### src/rtl/alu_pkg.sv
// Shared ALU control codes and execution-unit FSM encoding.
// The ALU control decoder drives the same 4-bit codes that alu_seq_exec consumes.
package alu_pkg;

  localparam logic [3:0] ALU_AND = 4'b0000;
  localparam logic [3:0] ALU_OR  = 4'b0001;
  localparam logic [3:0] ALU_ADD = 4'b0010;
  localparam logic [3:0] ALU_SLL = 4'b0011;
  localparam logic [3:0] ALU_SRL = 4'b0100;
  localparam logic [3:0] ALU_SRA = 4'b0101;
  localparam logic [3:0] ALU_SUB = 4'b0110;
  localparam logic [3:0] ALU_SLT = 4'b0111;
  localparam logic [3:0] ALU_MUL = 4'b1000;
  localparam logic [3:0] ALU_NOR = 4'b1100;

  typedef enum logic [1:0] {
    ST_IDLE  = 2'b00,
    ST_SHIFT = 2'b01,
    ST_MUL   = 2'b10,
    ST_DONE  = 2'b11
  } alu_state_e;

  function automatic logic is_shift_op(input logic [3:0] code);
    return (code == ALU_SLL) || (code == ALU_SRL) || (code == ALU_SRA);
  endfunction

endpackage

### src/rtl/alu_comb_core.sv
// Single-cycle ALU operations and signed-overflow detection.
// Shift codes pass op A through unchanged: that is the zero-shift-amount result.
module alu_comb_core
  import alu_pkg::*;
#(
  parameter int XLEN = 32
) (
  input  logic [3:0]      alu_ctrl,
  input  logic [XLEN-1:0] a,
  input  logic [XLEN-1:0] b,
  output logic [XLEN-1:0] res,
  output logic            ovf,
  output logic            illegal
);

  logic [XLEN-1:0] sum;
  logic [XLEN-1:0] diff;
  logic            lt;

  // Result, overflow and illegal-code decode
  always_comb begin
    sum     = a + b;
    diff    = a - b;
    lt      = $signed(a) < $signed(b);
    res     = {XLEN{1'b0}};
    ovf     = 1'b0;
    illegal = 1'b0;
    case (alu_ctrl)
      ALU_AND: res = a & b;
      ALU_OR:  res = a | b;
      ALU_NOR: res = ~(a | b);
      ALU_ADD: begin
        res = sum;
        ovf = (a[XLEN-1] == b[XLEN-1]) && (sum[XLEN-1] != a[XLEN-1]);
      end
      ALU_SUB: begin
        res = diff;
        ovf = (a[XLEN-1] != b[XLEN-1]) && (diff[XLEN-1] != a[XLEN-1]);
      end
      ALU_SLT: res = {{(XLEN-1){1'b0}}, lt};
      ALU_SLL, ALU_SRL, ALU_SRA: res = a;
      ALU_MUL: res = {XLEN{1'b0}};
      default: illegal = 1'b1;
    endcase
  end

endmodule

### src/rtl/alu_seq_exec.sv
// Multi-cycle ALU execution unit with valid/ready on both sides.
// Shifts step one bit per cycle; MUL runs XLEN shift-add iterations.
module alu_seq_exec
  import alu_pkg::*;
#(
  parameter int XLEN = 32
) (
  input  logic            clk,
  input  logic            rst_n,
  input  logic            in_valid,
  output logic            in_ready,
  input  logic [3:0]      alu_ctrl,
  input  logic [XLEN-1:0] op_a,
  input  logic [XLEN-1:0] op_b,
  output logic            out_valid,
  input  logic            out_ready,
  output logic [XLEN-1:0] result,
  output logic            zero,
  output logic            ovf,
  output logic            illegal
);

  localparam int MUL_STEPS = XLEN;
  localparam int SW        = $clog2(XLEN);
  localparam int CW        = $clog2(XLEN + 1);
  localparam logic [CW-1:0] CNT_ONE = CW'(1);

  alu_state_e      state_q, state_d;
  logic [CW-1:0]   cnt_q, cnt_d;
  logic [3:0]      sh_ctrl_q, sh_ctrl_d;
  logic [XLEN-1:0] sh_q, sh_d;
  logic [XLEN-1:0] acc_q, acc_d;
  logic [XLEN-1:0] mcand_q, mcand_d;
  logic [XLEN-1:0] mplier_q, mplier_d;
  logic [XLEN-1:0] result_q, result_d;
  logic            zero_q, zero_d;
  logic            ovf_q, ovf_d;
  logic            illegal_q, illegal_d;
  logic            out_valid_q, out_valid_d;
  logic            in_ready_q, in_ready_d;

  logic [XLEN-1:0] core_res;
  logic            core_ovf;
  logic            core_illegal;
  logic [XLEN-1:0] sh_step;
  logic [XLEN-1:0] acc_step;
  logic [SW-1:0]   shamt;

  alu_comb_core #(.XLEN(XLEN)) u_core (
    .alu_ctrl (alu_ctrl),
    .a        (op_a),
    .b        (op_b),
    .res      (core_res),
    .ovf      (core_ovf),
    .illegal  (core_illegal)
  );

  // One-bit step of the iterative shifter and one shift-add step of the multiplier
  always_comb begin
    case (sh_ctrl_q)
      ALU_SLL: sh_step = {sh_q[XLEN-2:0], 1'b0};
      ALU_SRL: sh_step = {1'b0, sh_q[XLEN-1:1]};
      ALU_SRA: sh_step = {sh_q[XLEN-1], sh_q[XLEN-1:1]};
      default: sh_step = sh_q;
    endcase
    acc_step = acc_q + (mplier_q[0] ? mcand_q : {XLEN{1'b0}});
  end

  // Next-state and datapath control
  always_comb begin
    state_d     = state_q;
    cnt_d       = cnt_q;
    sh_ctrl_d   = sh_ctrl_q;
    sh_d        = sh_q;
    acc_d       = acc_q;
    mcand_d     = mcand_q;
    mplier_d    = mplier_q;
    result_d    = result_q;
    zero_d      = zero_q;
    ovf_d       = ovf_q;
    illegal_d   = illegal_q;
    out_valid_d = out_valid_q;
    shamt       = op_b[SW-1:0];

    case (state_q)
      ST_IDLE: begin
        if (in_valid && in_ready_q) begin
          if (is_shift_op(alu_ctrl) && (shamt != {SW{1'b0}})) begin
            sh_ctrl_d = alu_ctrl;
            sh_d      = op_a;
            cnt_d     = CW'(shamt);
            state_d   = ST_SHIFT;
          end else if (alu_ctrl == ALU_MUL) begin
            acc_d    = {XLEN{1'b0}};
            mcand_d  = op_a;
            mplier_d = op_b;
            cnt_d    = CW'(MUL_STEPS);
            state_d  = ST_MUL;
          end else begin
            result_d    = core_res;
            zero_d      = (core_res == {XLEN{1'b0}});
            ovf_d       = core_ovf;
            illegal_d   = core_illegal;
            out_valid_d = 1'b1;
            state_d     = ST_DONE;
          end
        end else begin
          state_d = ST_IDLE;
        end
      end
      ST_SHIFT: begin
        sh_d  = sh_step;
        cnt_d = cnt_q - CNT_ONE;
        if (cnt_q == CNT_ONE) begin
          result_d    = sh_step;
          zero_d      = (sh_step == {XLEN{1'b0}});
          ovf_d       = 1'b0;
          illegal_d   = 1'b0;
          out_valid_d = 1'b1;
          state_d     = ST_DONE;
        end else begin
          state_d = ST_SHIFT;
        end
      end
      ST_MUL: begin
        acc_d    = acc_step;
        mcand_d  = {mcand_q[XLEN-2:0], 1'b0};
        mplier_d = {1'b0, mplier_q[XLEN-1:1]};
        cnt_d    = cnt_q - CNT_ONE;
        if (cnt_q == CNT_ONE) begin
          result_d    = acc_step;
          zero_d      = (acc_step == {XLEN{1'b0}});
          ovf_d       = 1'b0;
          illegal_d   = 1'b0;
          out_valid_d = 1'b1;
          state_d     = ST_DONE;
        end else begin
          state_d = ST_MUL;
        end
      end
      ST_DONE: begin
        if (out_ready) begin
          out_valid_d = 1'b0;
          state_d     = ST_IDLE;
        end else begin
          state_d = ST_DONE;
        end
      end
      default: begin
        out_valid_d = 1'b0;
        state_d     = ST_IDLE;
      end
    endcase

    // Registered so that in_ready stays low until the first edge after reset release
    in_ready_d = (state_d == ST_IDLE);
  end

  // State and datapath registers
  always_ff @(posedge clk or negedge rst_n) begin
    if (!rst_n) begin
      state_q     <= ST_IDLE;
      cnt_q       <= {CW{1'b0}};
      sh_ctrl_q   <= 4'b0000;
      sh_q        <= {XLEN{1'b0}};
      acc_q       <= {XLEN{1'b0}};
      mcand_q     <= {XLEN{1'b0}};
      mplier_q    <= {XLEN{1'b0}};
      result_q    <= {XLEN{1'b0}};
      zero_q      <= 1'b0;
      ovf_q       <= 1'b0;
      illegal_q   <= 1'b0;
      out_valid_q <= 1'b0;
      in_ready_q  <= 1'b0;
    end else begin
      state_q     <= state_d;
      cnt_q       <= cnt_d;
      sh_ctrl_q   <= sh_ctrl_d;
      sh_q        <= sh_d;
      acc_q       <= acc_d;
      mcand_q     <= mcand_d;
      mplier_q    <= mplier_d;
      result_q    <= result_d;
      zero_q      <= zero_d;
      ovf_q       <= ovf_d;
      illegal_q   <= illegal_d;
      out_valid_q <= out_valid_d;
      in_ready_q  <= in_ready_d;
    end
  end

  assign in_ready  = in_ready_q;
  assign out_valid = out_valid_q;
  assign result    = result_q;
  assign zero      = zero_q;
  assign ovf       = ovf_q;
  assign illegal   = illegal_q;

endmodule

### config.mk
export PLATFORM = sky130hd
export DESIGN_NAME = alu_seq_exec
export DESIGN_NICKNAME = d
export VERILOG_FILES = /design/src/rtl/alu_pkg.sv /design/src/rtl/alu_comb_core.sv /design/src/rtl/alu_seq_exec.sv
export SDC_FILE = /design/constraint.sdc
export NUM_CORES = 1
export LEC_CHECK = 0
export BUFFER_PORTS_ARGS = -buffer_cell sky130_fd_sc_hd__buf_4
export CAP_MARGIN = 30
export CORE_MARGIN = 2
export CORE_UTILIZATION = 30
export CTS_BUF_LIST = sky130_fd_sc_hd__clkbuf_8
export CTS_CLUSTER_DIAMETER = 100
export DETAILED_ROUTE_END_ITERATION = 8
export GPL_TIMING_DRIVEN = 0
export PLACE_DENSITY = 0.47
export SETUP_SLACK_MARGIN = 0.2
export SLEW_MARGIN = 20
export SYNTH_ARGS = -nofsm -noshare
export SYNTH_HDL_FRONTEND = slang
export SYNTH_SLANG_ARGS = --single-unit
### constraint.sdc
create_clock -name clk -period 4.69 [get_ports clk]
set_input_delay 0.2345 -clock clk [delete_from_list [all_inputs] [get_ports clk]]
set_output_delay 0.2345 -clock clk [all_outputs]
set_load 0.01 [all_outputs]
; ---- After elaboration in Yosys (flattened, before gate mapping)
; Cells that the tools add are included.
[classes]
addsub = 4
order_cmp = 1
n_eq_ne = 30
mux = 58
bitwise = 3
n_reduce_logical = 27
[ops]
columns = op, n
row1 = two-way mux 32 bit, 17
row2 = one-hot mux 32 bit (2 select lines), 4
row3 = one-hot mux 32 bit (7 select lines), 1
row4 = one-hot mux 32 bit (3 select lines), 2
row5 = logical NOT 32 bit, 3
row6 = adder 32 bit, 2
row7 = AND 32 bit, 1
row8 = < comparator 32 bit, 1
row9 = NOT 32 bit, 1
row10 = OR 32 bit, 1
row11 = subtractor 32 bit, 1
row12 = == test 4 x 3 -> 1 bit (second input constant), 6
row13 = two-way mux 1 bit, 20
row14 = two-way mux 6 bit, 3
row15 = inequality test 2 bit (second input constant), 8
row16 = == test 4 x 2 -> 1 bit (second input constant), 3
row17 = one-hot mux 6 bit (2 select lines), 1
row18 = AND reduction 5 bit, 2
row19 = AND reduction 3 bit, 3
row20 = OR reduction 9 bit, 1
row21 = == test 4 bit (second input constant), 2
row22 = two-way mux 2 bit, 4
row23 = one-hot mux 2 bit (4 select lines), 1
row24 = == test 6 x 1 -> 1 bit (second input constant), 1
row25 = 21 further kinds, 34
[word_totals]
reg_bits = 177
output_inout_bits = 37

; ---- Longest topological paths before layout
; Gate-level depths: netlist of run 1.
[logic_depth]
depth_word = 8
mapped_depth = 17
ltp_nobuf = 16

; ---- Modules after synthesis
; Synthesis of run 1 repeated with hierarchy kept, for this count alone.
[hier_totals]
hier_cells = 2152
area_unflattened_um2 = 16669.7
[by_module_without_submodules]
columns = mod, instances, cells_per_inst, area_per_inst_um2
row1 = alu_seq_exec, 1, 1374, 11579.9
row2 = alu_comb_core, 1, 778, 5089.9

; ---- Least setup slack after synthesis of run 1
; Ideal clock, no wire load.
[synth_path]
path_kind = register -> register
start = reg mplier_q[0]
end = reg zero_q, in the netlist zero
arrival_time_ns = 3.623
slack_ns = 0.963
stages_incl_launch_ff = 17
period_less_slack_ns = 3.727
cell_sequence = dfrtp_1 clkbuf_1 and2_1 ha_1 inv_1 fa_1 nor2b_1 o2111ai_1 a21oi_1 a2bb2oi_1 a21oi_1 o21a_1 a311o_1 or4_1 nor4_1 nand4_1 o311ai_1
[synth_via]
elab_chain_len = 5
[synth_lines]
columns = element, line_no
row1 = start: declaration, alu_seq_exec.sv:34  ; logic [XLEN-1:0] mplier_q, mplier_d;
row2 = start signal: assignment, alu_seq_exec.sv:168  ; mplier_q <= {XLEN{1'b0}};
row3 = start signal: assignment, alu_seq_exec.sv:182  ; mplier_q <= mplier_d;
row4 = two-way mux 32 bit, alu_seq_exec.sv:66  ; acc_step = acc_q + (mplier_q[0] ? mcand_q : {XLEN{1'b0}});
row5 = adder 32 bit, alu_seq_exec.sv:66
row6 = logical NOT 32 bit, alu_seq_exec.sv:132  ; zero_d = (acc_step == {XLEN{1'b0}});
row7 = two-way mux 1 bit, alu_seq_exec.sv:130  ; if (cnt_q == CNT_ONE) begin
row8 = one-hot mux 1 bit (3 select lines), alu_seq_exec.sv:85  ; case (state_q)
row9 = end signal: assignment, alu_seq_exec.sv:184  ; zero_q <= zero_d;
row10 = end: declaration, alu_seq_exec.sv:36  ; logic zero_q, zero_d;
; Every way passes these cells. The select of a mux whose other input is x is not followed.
; A chain may end at the register's enable or synchronous reset.

; ---- Final worst setup path of run 1
; Ends and elaborated chain as after synthesis.

==> results.yml, run 1 <==
outcome:
  status: "complete, no violations"
yosys:
  synthCells: 2210
  syn-cell-area_sq_mm: 0.0169
  async_flop_share_pct: 100
  synth-warning-count: 0
  yosysTopAreaCell: "dfrtp_1"
  syn_nets: 2427
  yosysUniqueCellTypes: 93
  synth_edf_count: 0
  ys_seq_area_share_pct: 26.2
  synth_area_leaders: "dfrtp_1 26%, ha_1 11%, nand2_1 7.8%, o21ai_0 7.4%, a21oi_1 4.3%"
  synthFlopType: "dfrtp_1"
  ys_seq_elements: 177
  yosys.area.top_type_share_pct: 26.2
  syn_avg_cell_area_sq_um: 7.64
pwr:
  p_sw_share_pct: 53.6
  p_clk_share_pct: 11.8
  pwr-share-seq_pct: 26.6
  pwr_density_cell_mw_per_mm2: 524
  p_sw_uw: 5540
  power_leakage_uw: 0.00877
  internal-power_uw: 4800
  irDropWorstVdd_mv: 0.314
  combPwrFrac_pct: 61.6
route:
  drt_first_pass_iters: 6
  totalWireLength_microns: 80800
  ant_nets: 0
  drt_iter0_drc: 2094
  drcViolationCount: 0
  vias: 18300
  wl_per_cell_microns: 25.6
  vias_per_cell: 5.80
setup_path:
  worstPathRequired_ps: 5200
  worstPathMaxFanout: 10
  critPathCaptureType: "register"
  arrival_ps: 4850
  worstSetupStartpointType: "register"
  path_common_cell: "nor4_1"
  crit_chain: "clkbuf_4, and2_1, ha_1, inv_1, fa_1, nor2b_1, o2111ai_2, nand2_1, xor2_1, or4b_2, nor4_1, nand3_1, or4_1, nor4_1, nand4_1, o311ai_1"
  max_stage_delay_ps: 680
  crit_slowest_cell: "or4b_2"
  crit_type: "reg -> reg"
global_routing:
  antenna_found_initial: 0
  grt_overflow: 0
  grt_pass1_wl_microns: 118000
  grt_pass1_vias: 17800
  grt_max_degree: 76
  grt_usage_pct: 27.8
final_layout:
  diodes: 0
  fin_area_sq_mm: 0.0197
  areaGrowthSynthToFinish_pct: 16.8
  post_route_cells_drive_above_1_share_pct: 10.0
  fin_util_pct: 35.6
  final_nets: 2612
timing:
  setup_viol: 0
  final_hold_viol_count: 0
  post-route-min-period_ps: 4340
  max_freq_mhz: 230
  report.final.slew_viol_count: 0
  finalCritPeriodShare_pct: 92.6
  relSlewSlack_pct: 34.3
  worst_pin_slew_ps: 986
  skew_ps: 26.5
  rsz0062_at_grt: "no"
clock_network:
  cts_sinks: 177
  insertion_delay_ps: 610
  cts_buffers: 17
  root_buffer: "clkbuf_8"
  tritoncts: "yes"
  clk_pin_slew_ps: 110
  htreeDepth: 4
  clock_path_buffers: 2
job:
  cap_violations: 0
hold_path:
  hp-class: "in -> reg"
place:
  placed_area_sq_mm: 0.0188
  portBuffers: 107
  dpl.hpwl_microns: 64200
  gp_congestion: 0.948
floorplan:
  die_w_microns: 241
  initial_core_util_pct: 30.5
  rows: 86
  die_h_microns: 241
  core_sq_mm: 0.0554
  pin_count: 109
  die_area_sq_mm: 0.0582
==> layout make-up <==
class	count	area (sq um)
fillers	5937	35700
multi-input cells	1772	11500
flip-flops and latches	177	4430
repair buffers	167	1450
well taps	748	936
plain buffers	139	566
inverters	121	454
clock buffers	17	234
clock inverters	14	155
==> state kept, by name (all words and copies together) (netlist names) <==
register,count
illegal,1
out_valid,1
mcand_q,32
mplier_q,32
in_ready,1
sh_ctrl_q,4
cnt_q,6
result,32
ovf,1
sh_q,32
zero,1
state_q,2
acc_q,32
==> cells by family after synthesis <==
logic type	count (synthesis)	share of synthesized area (%)
AND/OR/NAND/NOR	758	20.9
AO/OA/AOI/OAI	746	28.8
buffers and inverters	261	6.02
flip-flops	177	26.2
adder cells (fa/ha/maj)	145	10.9
multiplexers	91	5.55
XOR/XNOR	32	1.66
==> through the flow <==
step	setup WS, ps	cells	power, uW	hold slack [ps]	TNS (ps)
CTS	226	3150	10200	1.82	0
global placement	-553	3065	8870	464	-2840
global route	204	3155	11000	22.3	0
detailed placement	-569	3074	8960	152	-1300
floorplan	963	2210	6360	-61.1	0
finish	349	3155	10300	27.9	0
==> synthesized netlist by cell type (all sizes together) (26+ instances only) <==
master  count
inv       120
clkbuf    111
mux2i      70
a21o       37
a21oi     146
dfrtp     177
nand2     350
nand2b     26
buf        29
and2       47
nor2      127
a22oi      46
nand3      48
nor4       28
ha        142
o21ai     253
==> worst paths after layout <==
kind / from / to / slack, ps / cells after the start
max in group asynchronous: rst_n / cnt_q[1]$_DFFE_PN0P_ / 3480 / 4
hold / removal: op_a[31] / mcand_q[31]$_DFFE_PN0P_ / 30 / 3
setup / recovery: mplier_q[0]$_DFFE_PN0P_ / zero$_DFFE_PN0P_ / 350 / 16
hold reg to reg: mplier_q[5]$_DFFE_PN0P_ / mplier_q[5]$_DFFE_PN0P_ / 490 / 2
setup reg to reg: mplier_q[0]$_DFFE_PN0P_ / zero$_DFFE_PN0P_ / 350 / 16
min in group asynchronous: rst_n / mplier_q[21]$_DFFE_PN0P_ / 90 / 2
==> cells in the final DEF (no fill, tap or decap), drive strengths merged, types with 18 or more instances in the layout <==
cell type / count
mux2: 21
dlygate4sd3: 44
dfrtp: 177
buf: 151
a22oi: 46
nand3: 48
inv: 127
a21oi: 146
a21o: 37
nor3: 24
nand4: 24
mux2i: 70
ha: 142
o21ai: 253
a211oi: 19
nor4: 28
o31ai: 23
nor2: 127
nand2b: 26
clkbuf: 127
and2: 47
xnor2: 19
nand2: 350
a21boi: 18
==> worst max-delay path, delay by kind of cell, from the launching register on <==
| family | cells | cell delay (ps) |
|---|---|---|
| AO/OA/AOI/OAI | 2 | 290 |
| XOR/XNOR | 1 | 80 |
| adder cells (fa/ha/maj) | 2 | 610 |
| buffers and inverters | 2 | 280 |
| flip-flops | 1 | 420 |
| AND/OR/NAND/NOR | 9 | 2560 |
==> power by group through the flow <==
stage / clock [uW] / sequential, uW / combinational [uW]
2_1_floorplan: 0 / 2630 / 3730
3_3_place_gp: 0 / 2760 / 6110
3_5_place_dp: 0 / 2770 / 6190
4_1_cts: 1240 / 2740 / 6270
5_1_grt: 1290 / 2820 / 6900
6_report: 1220 / 2750 / 6370
==> repair_timing <==
action | 4_1_cts | 5_1_grt
setup endpoints to repair | 12 | 6
hold buffers | 44 | 0
setup buffers | 1 | 2
pin swaps | 0 | 2
gates resized for setup | 6 | 11
hold endpoints to repair | 148 | 0
==> metal layers <==
metal / up-vias / global-route usage, % / share of wire, %
met2: 753 / 45.6 / 46
met3: 134 / 3.86 / 5.8
li1: 8375 / - / -
met5: - / 0 / 0
met1: 9031 / 37.0 / 44
met4: 0 / 10.9 / 3.6
No activity file was read; power rests on OpenSTA's default activity.
==> inputs of run 2 (changes only) <==
- PLACE_DENSITY: 0.47 -> 0.56
==> run 2 against run 1 <==
Compared with the run above:
- final area fell by 1.5%
- largest power group unchanged
- first-iteration DRC count fell by 8.0%
- highest routed layer unchanged
- largest cell class unchanged
- via count rose by 0.13%
==> results.yml, run 2 (same netlist as run 1, synthesis figures left out) <==
pwr:
  p_sw_uw: 5470
  pwr-share-seq_pct: 27.0
  p_sw_share_pct: 53.6
  p_clk_share_pct: 11.8
  irDropWorstVdd_mv: 0.250
  internal-power_uw: 4740
  combPwrFrac_pct: 61.2
  pwr_density_cell_mw_per_mm2: 525
  power_leakage_uw: 0.00862
floorplan:
  initial_core_util_pct: 30.5
  core_sq_mm: 0.0554
  rows: 86
  die_area_sq_mm: 0.0582
  pin_count: 109
  die_h_microns: 241
  die_w_microns: 241
setup_path:
  crit_type: "in -> reg"
  worstPathMaxFanout: 10
  crit_slowest_cell: "dlygate4sd3_1"
  critPathCaptureType: "register"
  crit_chain: "dlygate4sd3_1, buf_4, inv_1, ha_1, buf_4, and2_1, and3_1, o211ai_1, a21oi_1, a2111oi_0, a2bb2oi_1, or3_1, nor4b_4, nand4_1, nor4_4, nand4_1, o311ai_1"
  worstPathRequired_ps: 5140
  max_stage_delay_ps: 540
  arrival_ps: 4820
  worstSetupStartpointType: "primary input"
global_routing:
  grt_pass1_vias: 17700
  grt_overflow: 0
  grt_usage_pct: 26.4
  antenna_found_initial: 1
  grt_pass1_wl_microns: 114000
  grt_max_degree: 71
route:
  wl_per_cell_microns: 24.7
  drcViolationCount: 0
  vias: 18300
  drt_iter0_drc: 1926
  totalWireLength_microns: 77100
  ant_nets: 0
  vias_per_cell: 5.86
  drt_first_pass_iters: 6
place:
  dp_slack_ps: -614
  gp_congestion: 0.984
  portBuffers: 107
  dpl.hpwl_microns: 61200
timing:
  relSlewSlack_pct: 29.3
  report.final.slew_viol_count: 0
  max_freq_mhz: 229
  rsz0062_at_grt: "yes"
  skew_ps: 20.2
  worst_pin_slew_ps: 1060
  finalCritPeriodShare_pct: 93.3
  finalSetupTns_ps: 0
  setup_slack_ps: 314
  setup_viol: 0
  holdWs_ps: 13.2
  post-route-min-period_ps: 4380
  final_hold_viol_count: 0
final_layout:
  final_cell_mix: "350 x nand2_1, 248 x o21ai_0, 176 x dfrtp_1"
  final_nets: 2583
  final_common_cell: "nand2_1"
  fin_util_pct: 35.1
  areaGrowthSynthToFinish_pct: 15.1
  diodes: 0
  post_route_cells_drive_above_1_share_pct: 9.96
job:
  cap_violations: 0
clock_network:
  clock_path_buffers: 2
  insertion_delay_ps: 550
  cts_buffers: 17
  tritoncts: "yes"
  htreeDepth: 4
  root_buffer: "clkbuf_8"
  clk_pin_slew_ps: 120
  cts_sinks: 177
hold_path:
  hp-class: "in -> reg"
outcome:
  status: "complete, no violations"
-- run 2: changes by cell type in the layout (fill, tap and decap cells not counted), sizes merged --
cell	previous run	this run
dlygate4sd3	44	18
buf	151	146
clkbuf	127	130
clkinv	6	3
clkinvlp	0	3
dlymetal6s2s	1	0
inv	127	128
-- run 2: stage by stage --
stage,power (uW),instance area [sq um],cells
floorplan,6360,16900,2210
global placement,8770,18600,3065
detailed placement,8850,18700,3070
CTS,10100,19300,3120
global route,10900,19400,3127
finish,10200,19400,3127
-- run 2: power groups by stage --
stage | Clock (uW) | Combinational, uW | Sequential [uW]
global route | 1290 | 6740 | 2830
floorplan | 0 | 3730 | 2630
CTS | 1230 | 6130 | 2740
finish | 1210 | 6240 | 2760
detailed placement | 0 | 6080 | 2770
global placement | 0 | 6020 | 2750
-- run 2: metal layers --
| layer | vias to the layer above | share of wire (%) | GRT usage [%] |
|---|---|---|---|
| met5 | - | 0 | 0 |
| met4 | 0 | 3.8 | 10.8 |
| met3 | 137 | 6.6 | 3.71 |
| met2 | 855 | 47 | 44.0 |
| met1 | 9014 | 42 | 34.4 |
| li1 | 8310 | - | - |
-- run 2: final cells by class --
cell class                 instances  area, sq um
inverter                         121          454
fill                            5816        36000
clock buffer                      17          234
multi-input combinational       1772        11500
clock inverter                    15          174
timing repair buffer             137         1120
buffer                           140          568
sequential                       177         4430
tap                              748          936
-- run 2: timing repair --
| action | CTS | global route |
|---|---|---|
| hold buffers | 18 | 0 |
| pin swaps | 0 | 2 |
| setup endpoints to repair | 8 | 8 |
| endpoints found under the hold margin | 128 | 0 |
| resized for setup | 7 | 11 |
| buffers inserted | 0 | 4 |
-- run 2: path summary, 6_finish.rpt --
path                                         start                  endpoint  slack [ps]  cells past startpoint
min                                       op_b[17]  mplier_q[17]$_DFFE_PN0P_          10                      3
min in group asynchronous                    rst_n  mplier_q[21]$_DFFE_PN0P_         120                      2
min reg2reg                mplier_q[7]$_DFFE_PN0P_   mplier_q[7]$_DFFE_PN0P_         490                      2
max                                        op_b[7]          zero$_DFFE_PN0P_         310                     17
max in group asynchronous                    rst_n   mplier_q[0]$_DFFE_PN0P_        3430                      4
max reg2reg                mplier_q[0]$_DFFE_PN0P_          zero$_DFFE_PN0P_         330                     16
-- run 2: worst max-delay path, delay by kind of cell --
kind / cells / cell delay, ps
AO/OA/AOI/OAI: 5 / 1440
AND/OR/NAND/NOR: 7 / 1990
adder cells (fa/ha/maj): 1 / 220
buffers and inverters: 4 / 930
==> inputs of run 3 (changes only) <==
- clock period: 4.69 -> 5.3 ns (I/O delays scaled with it)
==> run 3 against run 2 <==
Compared with the run above:
- register-to-register slack better by 220 ps
- sequential power down 12%
- final cell count is 0.61% lower
- clock power down 12%
- sequential share of layout area increased by 0.29 points
- global-route usage hardly changed
- first-iteration DRC count is 4.4% higher
- critical endpoint unchanged
- highest routed layer unchanged
- wire length decreased by 0.11%
- utilization is 0.45 points lower
==> results.yml, run 3 (same netlist as run 1, synthesis figures left out) <==
place:
  portBuffers: 107
  dp_slack_ps: -34.5
  dpl.hpwl_microns: 61200
  gp_congestion: 0.984
  placed_area_sq_mm: 0.0187
route:
  drt_iter0_drc: 2011
  wl_per_cell_microns: 24.8
  drt_first_pass_iters: 6
  totalWireLength_microns: 77100
  drcViolationCount: 0
  vias_per_cell: 5.83
  ant_nets: 0
  vias: 18100
outcome:
  status: "complete, no violations"
clock_network:
  htreeDepth: 4
  insertion_delay_ps: 550
  clock_path_buffers: 2
  cts_buffers: 17
  clk_pin_slew_ps: 120
  cts_sinks: 177
  root_buffer: "clkbuf_8"
  tritoncts: "yes"
final_layout:
  areaGrowthSynthToFinish_pct: 13.6
  final_nets: 2564
  fillers: 5837
  final_cell_mix: "350 x nand2_1, 250 x o21ai_0, 177 x dfrtp_1"
  fin_area_sq_mm: 0.0192
  final_common_cell: "nand2_1"
  fin_util_pct: 34.6
  diodes: 0
  post_route_cells_drive_above_1_share_pct: 9.49
floorplan:
  die_w_microns: 241
  rows: 86
  die_area_sq_mm: 0.0582
  core_sq_mm: 0.0554
  die_h_microns: 241
  pin_count: 109
  initial_core_util_pct: 30.5
hold_path:
  hp-class: "in -> reg"
  whs_path_depth: 3
timing:
  final_hold_viol_count: 0
  relSlewSlack_pct: 29.6
  worst_pin_slew_ps: 1060
  max_freq_mhz: 200
  rsz0062_at_grt: "no"
  setup_viol: 0
  finalCritPeriodShare_pct: 94.6
  setup_slack_ps: 288
  post-route-min-period_ps: 5010
  holdWs_ps: 25.8
  report.final.slew_viol_count: 0
  skew_ps: 19.3
setup_path:
  max_stage_delay_ps: 840
  crit_chain: "dlygate4sd3_1, buf_4, inv_1, ha_1, inv_1, o311ai_0, o41ai_1, o21ai_0, nand3_1, a2bb2oi_1, or3_1, nor4b_1, nand4_1, nor4_2, nand4_1, o311ai_1"
  worstPathMaxFanout: 8
  crit_type: "in -> reg"
  crit_slowest_cell: "o41ai_1"
  worstPathRequired_ps: 5740
  arrival_ps: 5450
  critPathCaptureType: "register"
  worstSetupStartpointType: "primary input"
  ff2ff_path_depth: 16
pwr:
  pwr_density_cell_mw_per_mm2: 469
  power_leakage_uw: 0.00851
  irDropWorstVdd_mv: 0.217
global_routing:
  antenna_found_initial: 1
  grt_pass1_vias: 17700
  grt_overflow: 0
  grt_usage_pct: 26.4
  grt_max_degree: 71
  grt_pass1_wl_microns: 114000
job:
  cap_violations: 0
-- run 3: cell types whose count changed in the layout (fill, tap and decap cells not counted), moves of 2 or more --
cell,change
nor4_1,+2
buf_4,-4
dlygate4sd3_1,-15
o21ai_1,-2
o21ai_0,+2
-- run 3: final cells by class --
type / count / area (sq um) / area share (%)
plain buffers: 140 / 564 / 2.94
clock buffers: 17 / 234 / 1.22
clock inverters: 15 / 174 / 0.906
inverters: 121 / 454 / 2.37
multi-input cells: 1772 / 11500 / 59.7
flip-flops and latches: 177 / 4430 / 23.1
well taps: 748 / 936 / 4.88
repair buffers: 118 / 945 / 4.92
-- run 3: power breakdown --
part | total (uW) | internal (uW) | leakage [uW] | switching, uW
registers | 2440 | 1940 | 0.00227 | 494
clock network | 1070 | 434 | 0.000200 | 632
logic | 5500 | 1800 | 0.00604 | 3700
total | 9000 | 4170 | 0.00851 | 4830
-- run 3: final timing paths --
| path | startpoint | end | slack [ps] |
|---|---|---|---|
| setup / recovery | op_b[4] | zero$_DFFE_PN0P_ | 290 |
| hold / removal | op_b[20] | mplier_q[20]$_DFFE_PN0P_ | 30 |
| setup reg to reg | mplier_q[0]$_DFFE_PN0P_ | zero$_DFFE_PN0P_ | 550 |
| hold reg to reg | mplier_q[7]$_DFFE_PN0P_ | mplier_q[7]$_DFFE_PN0P_ | 490 |
| max in group asynchronous | rst_n | mcand_q[1]$_DFFE_PN0P_ | 4030 |
| min in group asynchronous | rst_n | mplier_q[21]$_DFFE_PN0P_ | 160 |
-- run 3: routing by layer --
layer	up-vias	share of wire [%]	global-route usage (%)
met3	136	6.4	3.68
met5	-	0	0
met2	807	47	44.0
met4	0	3.9	10.6
li1	8263	-	-
met1	8912	43	34.4
-- run 3: critical path: cells and delay by family --
family | cells | cell delay [ps]
and+or+nand+nor | 6 | 2110
buffers and inverters | 4 | 840
adders and majority gates | 1 | 380
AOI/OAI and AO/OA | 5 | 1840
-- run 3: per-stage QoR --
step	std cells	power (uW)	setup TNS (ps)
2_1_floorplan	2210	5630	0
3_3_place_gp	3065	7760	-4.99
3_5_place_dp	3070	7830	-34.5
4_1_cts	3105	8930	0
5_1_grt	3108	9570	0
6_report	3108	9000	0
-- run 3: timing repair --
| item | 4_1_cts | 5_1_grt |
|---|---|---|
| hold endpoints to repair | 62 | 0 |
| endpoints found under the setup margin | 0 | 3 |
| hold buffers | 3 | 0 |
| setup buffers | 0 | 0 |
| resized for setup | 0 | 3 |
